`config.mk`:
```
export PLATFORM = sky130hd
export DESIGN_NAME = ysyx_22050612_mem_arbiter
export DESIGN_NICKNAME = d
export VERILOG_FILES = /design/src/rtl/ysyx_22050612_mem_arbiter.sv
export SDC_FILE = /design/constraint.sdc
export NUM_CORES = 1
export LEC_CHECK = 0
export BUFFER_PORTS_ARGS = -buffer_cell sky130_fd_sc_hd__buf_2
export CORE_AREA = 2 2 213 215
export DETAILED_ROUTE_END_ITERATION = 12
export DIE_AREA = 0 0 215 217
export GPL_ROUTABILITY_DRIVEN = 0
export GPL_TIMING_DRIVEN = 0
export MAX_ROUTING_LAYER = met4
export SYNTH_ARGS = -nofsm -noshare
export SYNTH_HDL_FRONTEND = slang
export SYNTH_SLANG_ARGS = --single-unit
```
`constraint.sdc`:
```
create_clock -name clk -period 5.05 [get_ports clk]
set_clock_uncertainty 0.2 [all_clocks]
set_input_delay 0.7575 -clock clk [delete_from_list [all_inputs] [get_ports clk]]
set_output_delay 0.7575 -clock clk [all_outputs]
set_load 0.02 [all_outputs]
```
`src/rtl/ysyx_22050612_mem_arbiter.sv`:
```
// rtl/ysyx_22050612_mem_arbiter.sv - IFU/LSU arbiter for the single data-memory port (optional YSYX_22050612_MEM_ARB_RR_EN round-robin)
module ysyx_22050612_mem_arbiter #(
    parameter int ADDR_W      = 64,
    parameter int DATA_W      = 64,
    parameter int TIMEOUT_CYC = 255
) (
    input  logic                clk,
    input  logic                rst_n,
    input  logic                ifu_req_valid,
    output logic                ifu_req_ready,
    input  logic [ADDR_W-1:0]   ifu_addr,
    output logic                ifu_resp_valid,
    output logic                ifu_resp_err,
    output logic [DATA_W-1:0]   ifu_rdata,
    input  logic                lsu_req_valid,
    output logic                lsu_req_ready,
    input  logic                lsu_we,
    input  logic [ADDR_W-1:0]   lsu_addr,
    input  logic [DATA_W-1:0]   lsu_wdata,
    input  logic [DATA_W/8-1:0] lsu_wmask,
    output logic                lsu_resp_valid,
    output logic                lsu_resp_err,
    output logic [DATA_W-1:0]   lsu_rdata,
    output logic                mem_req_valid,
    input  logic                mem_req_ready,
    output logic                mem_we,
    output logic [ADDR_W-1:0]   mem_addr,
    output logic [DATA_W-1:0]   mem_wdata,
    output logic [DATA_W/8-1:0] mem_wmask,
    input  logic                mem_resp_valid,
    input  logic [DATA_W-1:0]   mem_rdata,
    output logic                busy,
    output logic                owner
);

    localparam int CNT_W = (TIMEOUT_CYC > 0) ? $clog2(TIMEOUT_CYC + 1) : 1;

    typedef enum logic [1:0] {
        S_IDLE  = 2'd0,
        S_ISSUE = 2'd1,
        S_WAIT  = 2'd2,
        S_RESP  = 2'd3
    } state_t;

    state_t                r_state;
    state_t                w_state_next;
    logic                  r_we;
    logic [ADDR_W-1:0]     r_addr;
    logic [DATA_W-1:0]     r_wdata;
    logic [DATA_W/8-1:0]   r_wmask;
    logic                  r_owner;
    logic [DATA_W-1:0]     r_rdata;
    logic                  r_err;
    logic                  r_busy;
    logic [CNT_W-1:0]      r_cnt;
    logic [CNT_W-1:0]      w_cnt_inc;
    logic                  w_sel_lsu;
    logic                  w_timeout;

    // Requester selection: the LSU wins unless round-robin hands a tie to the IFU.
    always_comb begin
        w_sel_lsu = 1'b0;
`ifdef YSYX_22050612_MEM_ARB_RR_EN
        w_sel_lsu = lsu_req_valid && (!ifu_req_valid || !r_owner);
`else
        w_sel_lsu = lsu_req_valid;
`endif
    end

    // Saturating WAIT counter increment and the timeout condition it feeds.
    always_comb begin
        w_cnt_inc = (r_cnt == {CNT_W{1'b1}}) ? r_cnt : r_cnt + CNT_W'(1);
        w_timeout = (TIMEOUT_CYC != 0) && (w_cnt_inc == CNT_W'(TIMEOUT_CYC));
    end

    // State register.
    always_ff @(posedge clk) begin
        if (!rst_n) begin
            r_state <= S_IDLE;
        end else begin
            r_state <= w_state_next;
        end
    end

    // Next-state logic plus handshake and response outputs.
    always_comb begin
        w_state_next   = r_state;
        ifu_req_ready  = 1'b0;
        lsu_req_ready  = 1'b0;
        mem_req_valid  = 1'b0;
        ifu_resp_valid = 1'b0;
        ifu_resp_err   = 1'b0;
        ifu_rdata      = '0;
        lsu_resp_valid = 1'b0;
        lsu_resp_err   = 1'b0;
        lsu_rdata      = '0;
        case (r_state)
            S_IDLE: begin
                if (rst_n) begin
                    lsu_req_ready = w_sel_lsu;
                    ifu_req_ready = ifu_req_valid && !w_sel_lsu;
                    if (w_sel_lsu || ifu_req_valid) begin
                        w_state_next = S_ISSUE;
                    end
                end
            end
            S_ISSUE: begin
                mem_req_valid = 1'b1;
                if (mem_req_ready) begin
                    w_state_next = S_WAIT;
                end
            end
            S_WAIT: begin
                if (mem_resp_valid || w_timeout) begin
                    w_state_next = S_RESP;
                end
            end
            S_RESP: begin
                if (r_owner) begin
                    lsu_resp_valid = 1'b1;
                    lsu_resp_err   = r_err;
                    lsu_rdata      = r_rdata;
                end else begin
                    ifu_resp_valid = 1'b1;
                    ifu_resp_err   = r_err;
                    ifu_rdata      = r_rdata;
                end
                w_state_next = S_IDLE;
            end
            default: w_state_next = S_IDLE;
        endcase
    end

    // Request latch, WAIT counter, response capture and busy flag.
    always_ff @(posedge clk) begin
        if (!rst_n) begin
            r_we    <= 1'b0;
            r_addr  <= '0;
            r_wdata <= '0;
            r_wmask <= '0;
            r_owner <= 1'b0;
            r_rdata <= '0;
            r_err   <= 1'b0;
            r_busy  <= 1'b0;
            r_cnt   <= '0;
        end else begin
            r_busy <= (w_state_next != S_IDLE);
            case (r_state)
                S_IDLE: begin
                    if (lsu_req_ready) begin
                        r_we    <= lsu_we;
                        r_addr  <= lsu_addr;
                        r_wdata <= lsu_wdata;
                        r_wmask <= lsu_wmask;
                        r_owner <= 1'b1;
                    end else if (ifu_req_ready) begin
                        r_we    <= 1'b0;
                        r_addr  <= ifu_addr;
                        r_wdata <= '0;
                        r_wmask <= '0;
                        r_owner <= 1'b0;
                    end
                end
                S_ISSUE: begin
                    if (mem_req_ready) begin
                        r_cnt <= '0;
                    end
                end
                S_WAIT: begin
                    r_cnt <= w_cnt_inc;
                    if (mem_resp_valid) begin
                        r_rdata <= mem_rdata;
                        r_err   <= 1'b0;
                    end else if (w_timeout) begin
                        r_rdata <= '0;
                        r_err   <= 1'b1;
                    end
                end
                default: ;
            endcase
        end
    end

    assign mem_we    = r_we;
    assign mem_addr  = r_addr;
    assign mem_wdata = r_wdata;
    assign mem_wmask = r_wmask;
    assign busy      = r_busy;
    assign owner     = r_owner;

endmodule

```
-- Yosys cells after proc, flatten, opt, wreduce, memory -nomap -nowiden
Cells that the tools add are included.
- register bits after elaboration: 214
- bits of input ports: 271
- output and inout port bits: 274
- add/sub/neg operators: 1
- eq/ne operators: 6
- muxes and demuxes: 38
- reductions and logical operators: 12
- operators by type and width (operator ; count):
    two-way mux 64 bit ; 10
    two-way mux 8 bit ; 4
    two-way mux 1 bit ; 18
    == test 8 bit (second input constant) ; 2
    case mux 8 bit (2 select lines) ; 1
    adder 8 x 1 -> 8 bit (second input constant) ; 1
    two-way mux 2 bit ; 4
    case mux 2 bit (4 select lines) ; 1
    nonzero test 2 bit ; 4
    AND reduction 2 bit ; 3
    == test 2 bit (second input constant) ; 2
    == test 2 x 1 -> 1 bit (second input constant) ; 1
    zero test 2 bit ; 1
    logical OR 1 bit ; 2
    inequality test 2 bit (second input constant) ; 1
    logical AND 1 bit ; 1
    zero test 1 bit ; 1

-- Logic depth before layout (Yosys ltp)
- word-level depth: 7
- gate-level depth with buffers: 9
- mapped depth without buffers: 6

-- Worst setup path after synthesis
No wires, ideal clock.
- path kind: input-to-output
- from: in rst_n
- to: out ifu_req_ready
- data arrival time: 2.121 ns
- required time: 4.093 ns
- path slack: 1.972 ns
- stages: 7
- path buffers: 4
- cell sequence: buf_2 -> nor3b_1 -> and2_1 -> clkbuf_1 -> buf_4 -> buf_4 -> nor2b_1
- cells in the longest elaborated chain, start to end: 2
- RTL lines (item ; RTL line ; text):
    start, declared ; 8 ; input logic rst_n,
    two-way mux 1 bit ; 99 ; if (rst_n) begin
    two-way mux 1 bit ; 97 ; case (r_state)
    end, declared ; 10 ; output logic ifu_req_ready,
Every way passes these cells.

-- Worst setup path after layout
Same ends and word-level chain as after synthesis.

==> flow_metrics.env <==
export IMPL_tightestPinTransition_ps=816
export IMPL_drt_wl_total_um=35000
export IMPL_cts_post_setup_buffers_inserted=0
export IMPL_finish_net_count=1751
export IMPL_synth_yosys_warnings=0
export IMPL_pin_count=545
export IMPL_dp_final_hpwl_um=27600
export IMPL_placement_cell_area_sq_um=12600
export IMPL_min_period_over_period_pct=71.9
export IMPL_setup_worst_path_end_class="output port"
export IMPL_synthesis_nets=1181
export IMPL_synth_edf_count=0
export IMPL_synthToLayoutAreaGrowth_pct=46.7
export IMPL_fin_setup_tns_ps=0
export IMPL_static_leakage_power_nw=6.97
export IMPL_power_density_cell_area_nw_per_um2=322
export IMPL_design_die_area_sq_um=46700
export IMPL_clk_root_buf="sky130_fd_sc_hd__clkbuf_16"
export IMPL_ys_seq_elements=214
export IMPL_leading_cell_types_in_the_layout_fill_and_taps_excluded="sky130_fd_sc_hd__buf_2 (551), sky130_fd_sc_hd__dfxtp_1 (214), sky130_fd_sc_hd__and2_1 (134)"
export IMPL_finish_instance_area_sq_um=13400
export IMPL_crit_slowest_cell="sky130_fd_sc_hd__nor3b_1"
export IMPL_worst_setup_path_type="input port to output port"
export IMPL_crit_arrival_ps=2670
export IMPL_seq_area_frac_synth_pct=46.9
export IMPL_clk_transition_reported_paths_ps=60
export IMPL_clock_fmax_ghz=0.275
export IMPL_insertion_delay_ps=530
export IMPL_antenna_found_initial=1
export IMPL_dr_total_vias=9144
export IMPL_cts_inserted_buffers=25
export IMPL_preCtsSetupSlack_ps=1250
export IMPL_syn_instance_count=909
export IMPL_n_fill_cell=4761
export IMPL_layout_commonest_cell="sky130_fd_sc_hd__buf_2"
export IMPL_vias_per_cell=4.36
export IMPL_drtPass1Iterations=5
export IMPL_port_buffers=543
export IMPL_die_x_um=215
export IMPL_synth_avg_cell_area_sq_um=10.0
export IMPL_drtIter0Drc=431
export IMPL_timing_hold_violations_final=0
export IMPL_grt_pass1_wl_um=51400
export IMPL_post_cts_resize_count=0
export IMPL_vdd_drop_max_mv=0.213
export IMPL_post_synth_num_cell_types=41
export IMPL_cts_max_level=1
export IMPL_grt_setup_unrepaired="no"
export IMPL_hold_path_class="input port to flop"
export IMPL_detail_route_drc_violations=0
export IMPL_die_y_um=217
export IMPL_ys_flop_type="sky130_fd_sc_hd__dfxtp_1"
export IMPL_worst_ep_required_time_ps=4090
export IMPL_synth_area_sq_um=9130
export IMPL_slew_viol_final=0
export IMPL_min_period_ps=3630
export IMPL_max_clock_path_buffers=3
export IMPL_crit_path_cell_chain="buf_2, nor3b_1, and2_1, clkbuf_1, buf_4, buf_4, nor2b_1, buf_2"
export IMPL_maxCapViolations=0
export IMPL_run_status="completed"
export IMPL_initial_utilization_pct=20.4
export IMPL_core_area_sq_um=44700
export IMPL_route_detailed_wl_per_inst_um=16.7
export IMPL_grt_total_usage_pct=14.4
export IMPL_max_slew_margin_pct=45.6
export IMPL_max_stage_delay_ps=310
export IMPL_critical_path_fanout_max=10
export IMPL_placement_rows=78
export IMPL_layout_setup_ws_ps=1420
export IMPL_ys_async_sr_fraction_pct=0
export IMPL_setup_worst_path_start_class="input port"
export IMPL_globalRouteOverflowTotal=0
export IMPL_setup_viol=0
export IMPL_maximum_number_of_pins_on_one_net_before_global_route_repair=13
export IMPL_vias_in_the_first_global_route=9155
export IMPL_drive_above_1_share_pct=40.5
export IMPL_cts_hold_buf=0
export IMPL_ant_nets=0
export IMPL_tritoncts="done"
export IMPL_cts_sink_count=214
==> registers in the layout (all words and copies together) (netlist names) <==
name and count:
busy 1, mem_wdata 64, mem_addr 64, r_cnt 8, r_state 2, mem_we 1, mem_wmask 8, r_err 1
owner 1, r_rdata 64
==> report_power, final <==
part	total (mW)	internal, mW	switching, mW
registers	1.84	1.79	0.0547
logic	0.705	0.301	0.404
clock network	1.76	1.05	0.709
total	4.31	3.14	1.17
==> final timing paths <==
| check | startpoint | to | slack (ps) | cells past startpoint |
|---|---|---|---|---|
| max | rst_n | ifu_req_ready | 1420 | 8 |
| min | mem_rdata[11] | r_rdata[11]$_SDFFE_PN0P_ | 240 | 2 |
| max reg2reg | r_cnt[0]$_SDFFE_PN0P_ | r_rdata[61]$_SDFFE_PN0P_ | 2400 | 9 |
| min reg2reg | r_rdata[15]$_SDFFE_PN0P_ | r_rdata[15]$_SDFFE_PN0P_ | 280 | 1 |
==> critical path: cells and delay by family <==
family | cells | cell delay, ps
buffers and inverters | 5 | 1260
AND/OR/NAND/NOR | 3 | 620
==> metrics by stage <==
step	hold WS, ps	util, %	cells	total power, mW
5_1_grt	221	30.0	2095	4.50
3_3_place_gp	265	28.2	2052	2.57
2_1_floorplan	246	-	909	2.28
6_report	244	30.0	2095	4.31
4_1_cts	204	30.0	2094	4.38
3_5_place_dp	265	28.2	2052	2.59
==> cell type report <==
class,instances,area (sq um),area share (%)
well taps,600,751,5.60
repair buffers,543,2720,20.3
inverters,3,11.3,0.0840
plain buffers,86,467,3.48
clock inverters,5,55.1,0.411
clock buffers,37,741,5.53
diodes,1,2.50,0.0187
flip-flops and latches,214,4280,32.0
multi-input cells,606,4370,32.6
==> cell usage after synthesis, types with 8 or more instances <==
master | instances | area, sq um
sky130_fd_sc_hd__buf_1 | 19 | 71.3
sky130_fd_sc_hd__nand2_1 | 71 | 267
sky130_fd_sc_hd__a22oi_1 | 74 | 556
sky130_fd_sc_hd__buf_2 | 8 | 40.0
sky130_fd_sc_hd__a22o_1 | 64 | 561
sky130_fd_sc_hd__o21ai_0 | 8 | 40.0
sky130_fd_sc_hd__dfxtp_1 | 214 | 4280
sky130_fd_sc_hd__nor2b_1 | 81 | 507
sky130_fd_sc_hd__mux2i_1 | 66 | 661
sky130_fd_sc_hd__clkbuf_1 | 46 | 173
sky130_fd_sc_hd__o211a_1 | 65 | 651
sky130_fd_sc_hd__and2_1 | 134 | 838
==> cell families (layout without fill, tap and decap cells) <==
logic type / count (synthesis) / after routing / share of synthesized area, %
other cells: 0 / 1 / 0
flops: 214 / 214 / 46.9
xor+xnor: 1 / 1 / 0.0959
buf+inv: 89 / 674 / 5.23
fa+ha+maj: 1 / 1 / 0.137
simple gates: 310 / 310 / 19.2
mux: 67 / 67 / 7.36
compound gates: 227 / 227 / 21.0
==> per-layer routing <==
metal | global-route usage (%) | vias to the layer above | part of all wire [%]
li1 | - | 4360 | -
met1 | 15.7 | 4308 | 40
met2 | 26.2 | 410 | 51
met3 | 2.52 | 66 | 6.1
met4 | 5.15 | 0 | 3.0
met5 | - | - | 0
Note: power is estimated with default switching activity, not from simulation.
